File: config.mk
export PLATFORM = sky130hd
export DESIGN_NAME = dds_freq_meter_flat
export DESIGN_NICKNAME = d
export VERILOG_FILES = /design/src/rtl/dds_freq_meter_pkg.sv /design/src/rtl/dds_freq_meter_if.sv /design/src/rtl/sync_edge_det.sv /design/src/rtl/dds_freq_meter.sv /design/src/flat_wrapper.sv
export SDC_FILE = /design/constraint.sdc
export NUM_CORES = 1
export LEC_CHECK = 0
export ABC_CLOCK_PERIOD_IN_PS = 3500
export CORE_MARGIN = 1.5
export CORE_UTILIZATION = 44
export DETAILED_ROUTE_END_ITERATION = 16
export PLACE_DENSITY = 0.65
export SETUP_SLACK_MARGIN = 0.15
export SLEW_MARGIN = 20
export SYNTH_ARGS = -nofsm -noshare
export SYNTH_HDL_FRONTEND = slang
export SYNTH_SLANG_ARGS = --single-unit
File: constraint.sdc
create_clock -name clk -period 3.5 [get_ports clk]
set_input_delay 0.525 -clock clk [delete_from_list [all_inputs] [get_ports clk]]
set_output_delay 0.525 -clock clk [all_outputs]
set_load 0.1 [all_outputs]
File: src/rtl/dds_freq_meter_pkg.sv
// Shared definitions for the reciprocal-gate frequency meter.
package dds_freq_meter_pkg;

    // Measurement sequencer states
    typedef enum logic [1:0] {
        StIdle = 2'd0,
        StArm  = 2'd1,
        StGate = 2'd2,
        StDone = 2'd3
    } meter_state_e;

    // 1 s minimum gate and 2 s abort limit at a 50 MHz system clock
    localparam int unsigned DefGateCycles    = 50_000_000;
    localparam int unsigned DefTimeoutCycles = 100_000_000;

endpackage

File: src/rtl/dds_freq_meter_if.sv
// Request/result bundle between a measurement client and the meter.
interface dds_freq_meter_if #(
    parameter int unsigned CNT_W = 32
);
    logic             start;
    logic             busy;
    logic             valid;
    logic             timeout;
    logic [CNT_W-1:0] edge_cnt;
    logic [CNT_W-1:0] clk_cnt;

    // Client side: issues start, consumes results
    modport master (
        output start,
        input  busy,
        input  valid,
        input  timeout,
        input  edge_cnt,
        input  clk_cnt
    );

    // Meter side
    modport slave (
        input  start,
        output busy,
        output valid,
        output timeout,
        output edge_cnt,
        output clk_cnt
    );
endinterface

File: src/rtl/sync_edge_det.sv
// Two-flop synchronizer plus rising-edge pulse for an asynchronous input.
module sync_edge_det (
    input  logic clk,
    input  logic rst,
    input  logic sig_i,
    output logic rise_o
);
    // sync_q[0], sync_q[1] form the synchronizer; sync_q[2] is the previous sample
    logic [2:0] sync_q, sync_d;
    // fill_q[i] marks sync_q[i] as holding a real sample since reset, so a line
    // already high when reset releases is not mistaken for a 0->1 transition
    logic [2:0] fill_q, fill_d;

    // Next-state: shift the input and the fill markers along the chain
    always_comb begin
        sync_d = {sync_q[1:0], sig_i};
        fill_d = {fill_q[1:0], 1'b1};
    end

    // Synchronizer and fill registers
    always_ff @(posedge clk) begin
        if (rst) begin
            sync_q <= 3'b000;
            fill_q <= 3'b000;
        end else begin
            sync_q <= sync_d;
            fill_q <= fill_d;
        end
    end

    assign rise_o = fill_q[2] & sync_q[1] & ~sync_q[2];

endmodule

File: src/rtl/dds_freq_meter.sv
// Reciprocal frequency meter: counts whole sig_in periods (Nx) and clk cycles (Ns)
// over a gate that opens and closes on sig_in rising edges. f_sig = f_clk * Nx / Ns.
module dds_freq_meter
    import dds_freq_meter_pkg::*;
#(
    parameter int unsigned CNT_W          = 32,
    parameter int unsigned GATE_CYCLES    = DefGateCycles,
    parameter int unsigned TIMEOUT_CYCLES = DefTimeoutCycles
) (
    input  logic           clk,
    input  logic           rst,
    input  logic           sig_in,
    dds_freq_meter_if.slave meas
);
    localparam logic [CNT_W-1:0] GateLim    = CNT_W'(GATE_CYCLES);
    localparam logic [CNT_W-1:0] TmoLim     = CNT_W'(TIMEOUT_CYCLES);
    localparam logic [CNT_W-1:0] ArmLastCnt = CNT_W'(TIMEOUT_CYCLES - 1);
    localparam logic [CNT_W-1:0] One        = CNT_W'(1);

    logic rise;

    sync_edge_det u_sync_edge_det (
        .clk    (clk),
        .rst    (rst),
        .sig_i  (sig_in),
        .rise_o (rise)
    );

    meter_state_e     state_q, state_d;
    logic [CNT_W-1:0] clk_ctr_q, clk_ctr_d;     // cycles since opening edge
    logic [CNT_W-1:0] edge_ctr_q, edge_ctr_d;   // edges seen inside the gate
    logic [CNT_W-1:0] tmo_ctr_q, tmo_ctr_d;     // cycles spent waiting in ARM
    logic [CNT_W-1:0] edge_cnt_q, edge_cnt_d;
    logic [CNT_W-1:0] clk_cnt_q, clk_cnt_d;
    logic             timeout_q, timeout_d;

    // Sequencer next-state, counter updates and result capture
    always_comb begin
        state_d    = state_q;
        clk_ctr_d  = clk_ctr_q;
        edge_ctr_d = edge_ctr_q;
        tmo_ctr_d  = tmo_ctr_q;
        edge_cnt_d = edge_cnt_q;
        clk_cnt_d  = clk_cnt_q;
        timeout_d  = timeout_q;

        case (state_q)
            StIdle: begin
                if (meas.start) begin
                    state_d    = StArm;
                    clk_ctr_d  = '0;
                    edge_ctr_d = '0;
                    tmo_ctr_d  = '0;
                end
            end
            StArm: begin
                if (rise) begin
                    // Opening edge is cycle t0; the gate's first cycle is t0 + 1
                    state_d    = StGate;
                    clk_ctr_d  = One;
                    edge_ctr_d = '0;
                end else if (tmo_ctr_q == ArmLastCnt) begin
                    state_d    = StDone;
                    timeout_d  = 1'b1;
                    edge_cnt_d = '0;
                    clk_cnt_d  = '0;
                end else begin
                    tmo_ctr_d = tmo_ctr_q + One;
                end
            end
            StGate: begin
                if (rise && (clk_ctr_q >= GateLim)) begin
                    // Closing edge completes the last period, so it is counted
                    state_d    = StDone;
                    timeout_d  = 1'b0;
                    edge_cnt_d = edge_ctr_q + One;
                    clk_cnt_d  = clk_ctr_q;
                end else if (clk_ctr_q == TmoLim) begin
                    // TmoLim > GateLim, so any edge here would have closed above
                    state_d    = StDone;
                    timeout_d  = 1'b1;
                    edge_cnt_d = edge_ctr_q;
                    clk_cnt_d  = clk_ctr_q;
                end else begin
                    clk_ctr_d  = clk_ctr_q + One;
                    edge_ctr_d = edge_ctr_q + CNT_W'(rise);
                end
            end
            StDone: begin
                state_d = StIdle;
            end
            default: begin
                state_d = StIdle;
            end
        endcase
    end

    // State, internal counters and result registers
    always_ff @(posedge clk) begin
        if (rst) begin
            state_q    <= StIdle;
            clk_ctr_q  <= '0;
            edge_ctr_q <= '0;
            tmo_ctr_q  <= '0;
            edge_cnt_q <= '0;
            clk_cnt_q  <= '0;
            timeout_q  <= 1'b0;
        end else begin
            state_q    <= state_d;
            clk_ctr_q  <= clk_ctr_d;
            edge_ctr_q <= edge_ctr_d;
            tmo_ctr_q  <= tmo_ctr_d;
            edge_cnt_q <= edge_cnt_d;
            clk_cnt_q  <= clk_cnt_d;
            timeout_q  <= timeout_d;
        end
    end

    assign meas.busy     = (state_q != StIdle);
    assign meas.valid    = (state_q == StDone);
    assign meas.timeout  = timeout_q;
    assign meas.edge_cnt = edge_cnt_q;
    assign meas.clk_cnt  = clk_cnt_q;

endmodule

File: src/flat_wrapper.sv
// flat-port wrapper written by rule: the top's interface ports become plain ports
module dds_freq_meter_flat import dds_freq_meter_pkg::*;
#(
    parameter int unsigned CNT_W          = 32,
    parameter int unsigned GATE_CYCLES    = DefGateCycles,
    parameter int unsigned TIMEOUT_CYCLES = DefTimeoutCycles
)
  (clk, rst, sig_in, meas_start, meas_busy, meas_valid, meas_timeout, meas_edge_cnt, meas_clk_cnt);
  dds_freq_meter_if #(.CNT_W(CNT_W)) meas_i ();
  input  logic clk;
  input  logic rst;
  input  logic sig_in;
  input wire logic [$bits(meas_i.start)-1:0] meas_start;
  output wire logic [$bits(meas_i.busy)-1:0] meas_busy;
  output wire logic [$bits(meas_i.valid)-1:0] meas_valid;
  output wire logic [$bits(meas_i.timeout)-1:0] meas_timeout;
  output wire logic [$bits(meas_i.edge_cnt)-1:0] meas_edge_cnt;
  output wire logic [$bits(meas_i.clk_cnt)-1:0] meas_clk_cnt;
  assign meas_i.start = meas_start;
  assign meas_busy = meas_i.busy;
  assign meas_valid = meas_i.valid;
  assign meas_timeout = meas_i.timeout;
  assign meas_edge_cnt = meas_i.edge_cnt;
  assign meas_clk_cnt = meas_i.clk_cnt;
  dds_freq_meter #(.CNT_W(CNT_W), .GATE_CYCLES(GATE_CYCLES), .TIMEOUT_CYCLES(TIMEOUT_CYCLES)) u_core (.clk(clk), .rst(rst), .sig_in(sig_in), .meas(meas_i));
endmodule
==> qor.txt <==
final hold violations = 0
die width = 143.0 um
I/O pins = 71
grt ovf = 0
first-pass GRT wire length = 38510 um
clk_skew = 0.01142 ns
Core ar. = 19330 um2
RSZ-0062 raised after global routing = no
post-layout instance area = 10120 um2
Die Y = 143.0 um
starting density of the core = 44.63%
Skew-Pair Late Insertion Delay = 0.44 ns
Core Util, Final = 52.35%
H-Tree Depth = 4
maximum vdd drop = 0.0004963 V
fin cells = 1356
total wire length = 22980 um
Post-Synthesis Cell Area = 8630 um2
crit start category = flop
vias in the first global route = 7506
Routability Congestion = 0.8343
slew margin rel. = 33.37%
Via-to-Cell Ratio = 6.020
Die ar. = 20460 um2
FF+latch count, synth = 169
Worst R2R Start = u_core.clk_ctr_q[0]
crit path time final = 2.936 ns
Layout area overhead = 17.28%
register area share after synthesis = 39.21%
Crit. End Element = flop
Post-DP HPWL = 15630 um
Post-synth EDFFs = 0
worst-margin pin slew = 0.9964 ns
Placed Area = 9535 um2
Iter 0 DRT Violations = 762
Mean Syn Cell Area = 8.219 um2
Final ANT Viol Nets = 0
layout cells sized above 1 = 7.608%
post-cts sizing count = 0
critical path type = reg -> reg
commonest non-fill, non-tap cells in the layout = dfxtp_1, a21oi_1, nand2_1
clock-pin slew on the worst setup and hold paths = 0.07 ns
CP Max Fanout = 32
most common cell after layout, fill and taps aside = dfxtp_1
# setup viols final = 0
CTS Sinks = 169
CP required = 3.86 ns
Worst Hold Launch = u_core.u_sync_edge_det.fill_q[0]
final worst-path cycle share = 83.89%
DRC errors left = 0
pin count of the biggest net entering global routing = 55
crit path launch = u_core.clk_ctr_q[0]
site row count = 51
placed instance count = 1324
Post-Synthesis Cells = 1050
CTS tree = done
total power = 4981 uW
Synth Warn # = 0
Worst Path Arrival = 3.30 ns
Netlist cell types = 56
most common flop cell mapped by yosys = dfxtp_1
Clock Path Buffers = 2
hold buffer count at cts = 0
fraction of registers with async set/reset = 0%
Pins Over Slew Limit = 0
max cap viols = 0
via count = 8163
Pre-antenna DRT Iters = 5
GRT Util Overall = 23.29%
fmax = 0.3406 GHz
Num CTS Buffers = 17
setup_tns = 0 ns
fill cell count = 1827
Pwr Density = 492.2 nW/um2
clock root buffer master = clkbuf_16
diodes inserted = 0
Nets = 1092
post-DR wirelength/cell = 16.95 um
worst hold path class = reg -> reg
Syn Nets = 1064
IO buf count = 70
leakage power = 0.003036 uW
Post-CTS Setup Inserts = 0
outcome = complete, no violations
antenna violations before repair = 0
-- flip-flops by register name (all words and copies together), names as in the netlist --
| name | count |
|---|---|
| u_core.clk_ctr_q | 32 |
| u_core.edge_ctr_q | 32 |
| u_core.meas.clk_cnt | 32 |
| u_core.meas.edge_cnt | 32 |
| u_core.tmo_ctr_q | 32 |
| u_core.u_sync_edge_det.fill_q | 3 |
| u_core.u_sync_edge_det.sync_q | 3 |
| u_core.state_q | 2 |
| u_core.meas.timeout | 1 |
-- worst max-delay path: stages (launching register included) --
cell,delay [ns]
dfxtp_1,0.41
inv_1,0.10
ha_1,0.13
nor4bb_1,0.26
nand4_1,0.25
o41ai_2,0.66
o31a_1,0.32
buf_4,0.35
nand3_1,0.20
a21oi_1,0.17
-- synthesized netlist by cell type (5+ instances only) --
| cell | number | area share (%) |
|---|---|---|
| a21oi_1 | 110 | 6.4 |
| and2_1 | 5 | 0.36 |
| and3_1 | 13 | 0.94 |
| and4_1 | 12 | 1.2 |
| buf_2 | 14 | 0.81 |
| clkbuf_1 | 67 | 2.9 |
| dfxtp_1 | 169 | 39 |
| ha_1 | 10 | 1.4 |
| inv_1 | 21 | 0.91 |
| mux2i_1 | 5 | 0.58 |
| nand2_1 | 92 | 4.0 |
| nand3_1 | 77 | 4.5 |
| nand4_1 | 41 | 3.0 |
| nor2_1 | 40 | 1.7 |
| nor2b_1 | 7 | 0.51 |
| nor3_1 | 22 | 1.3 |
| nor4_1 | 19 | 1.4 |
| nor4b_1 | 5 | 0.51 |
| o2111ai_1 | 14 | 1.4 |
| o211ai_1 | 20 | 1.7 |
| o21ai_0 | 32 | 1.9 |
| o2bb2ai_1 | 32 | 3.2 |
| o31ai_1 | 47 | 4.1 |
| or2_2 | 5 | 0.36 |
| or3_1 | 21 | 1.5 |
| or4_1 | 53 | 4.6 |
| xnor2_1 | 12 | 1.2 |
| xor2_1 | 32 | 3.2 |
-- final timing paths --
check / to / slack, ns / cells after the start
setup / recovery: u_core.meas.clk_cnt[20] / 0.56 / 9
hold / removal: u_core.u_sync_edge_det.fill_q[1] / 0.44 / 1
setup reg to reg: u_core.meas.clk_cnt[20] / 0.56 / 9
hold reg to reg: u_core.u_sync_edge_det.fill_q[1] / 0.44 / 1
-- where the power goes --
group,switching (uW),internal (uW),leakage [uW]
combinational,856,272,0.00139
clock,846,1040,0.000288
sequential,23.6,1950,0.00136
total,1730,3260,0.00304
-- logic make-up after synthesis --
| logic type | Yosys count | share of synthesized area, % |
|---|---|---|
| AO/OA/AOI/OAI | 283 | 21.42 |
| XOR/XNOR | 44 | 4.466 |
| adder cells (fa/ha/maj) | 10 | 1.450 |
| buffers and inverters | 113 | 5.553 |
| flip-flops | 169 | 39.21 |
| multiplexers | 7 | 0.8409 |
| AND/OR/NAND/NOR | 424 | 27.07 |
-- final cells by class --
cell class                      count  area [um2]  share of cell area, %
Multi-Input combinational cell    768        4805                  47.47
Tap cell                          265       331.6                  3.276
Inverter                           24       90.09                 0.8901
Clock buffer                       19       452.9                  4.475
Clock inverter                     13       132.6                  1.310
Sequential cell                   169        3383                  33.43
Timing Repair Buffer               98       925.9                  9.148
-- per-layer routing --
metal | share of wire [%] | GRT usage (%) | up-vias
li1 | - | - | 4037
met3 | 5.1 | 4.393 | 33
met4 | 1.8 | 8.085 | 0
met5 | 0 | 0 | -
met2 | 44 | 35.44 | 244
met1 | 49 | 32.81 | 3849
-- per-stage QoR --
stage                     setup WS [ns]  hold WS (ns)
after floorplan                  0.9186        0.4138
after global placement           0.6098        0.4190
after detailed placement         0.5810        0.4289
after CTS                        0.6011        0.4455
after global routing             0.2961        0.4597
final                            0.5637        0.4392
(Power assumes the default switching activity.)
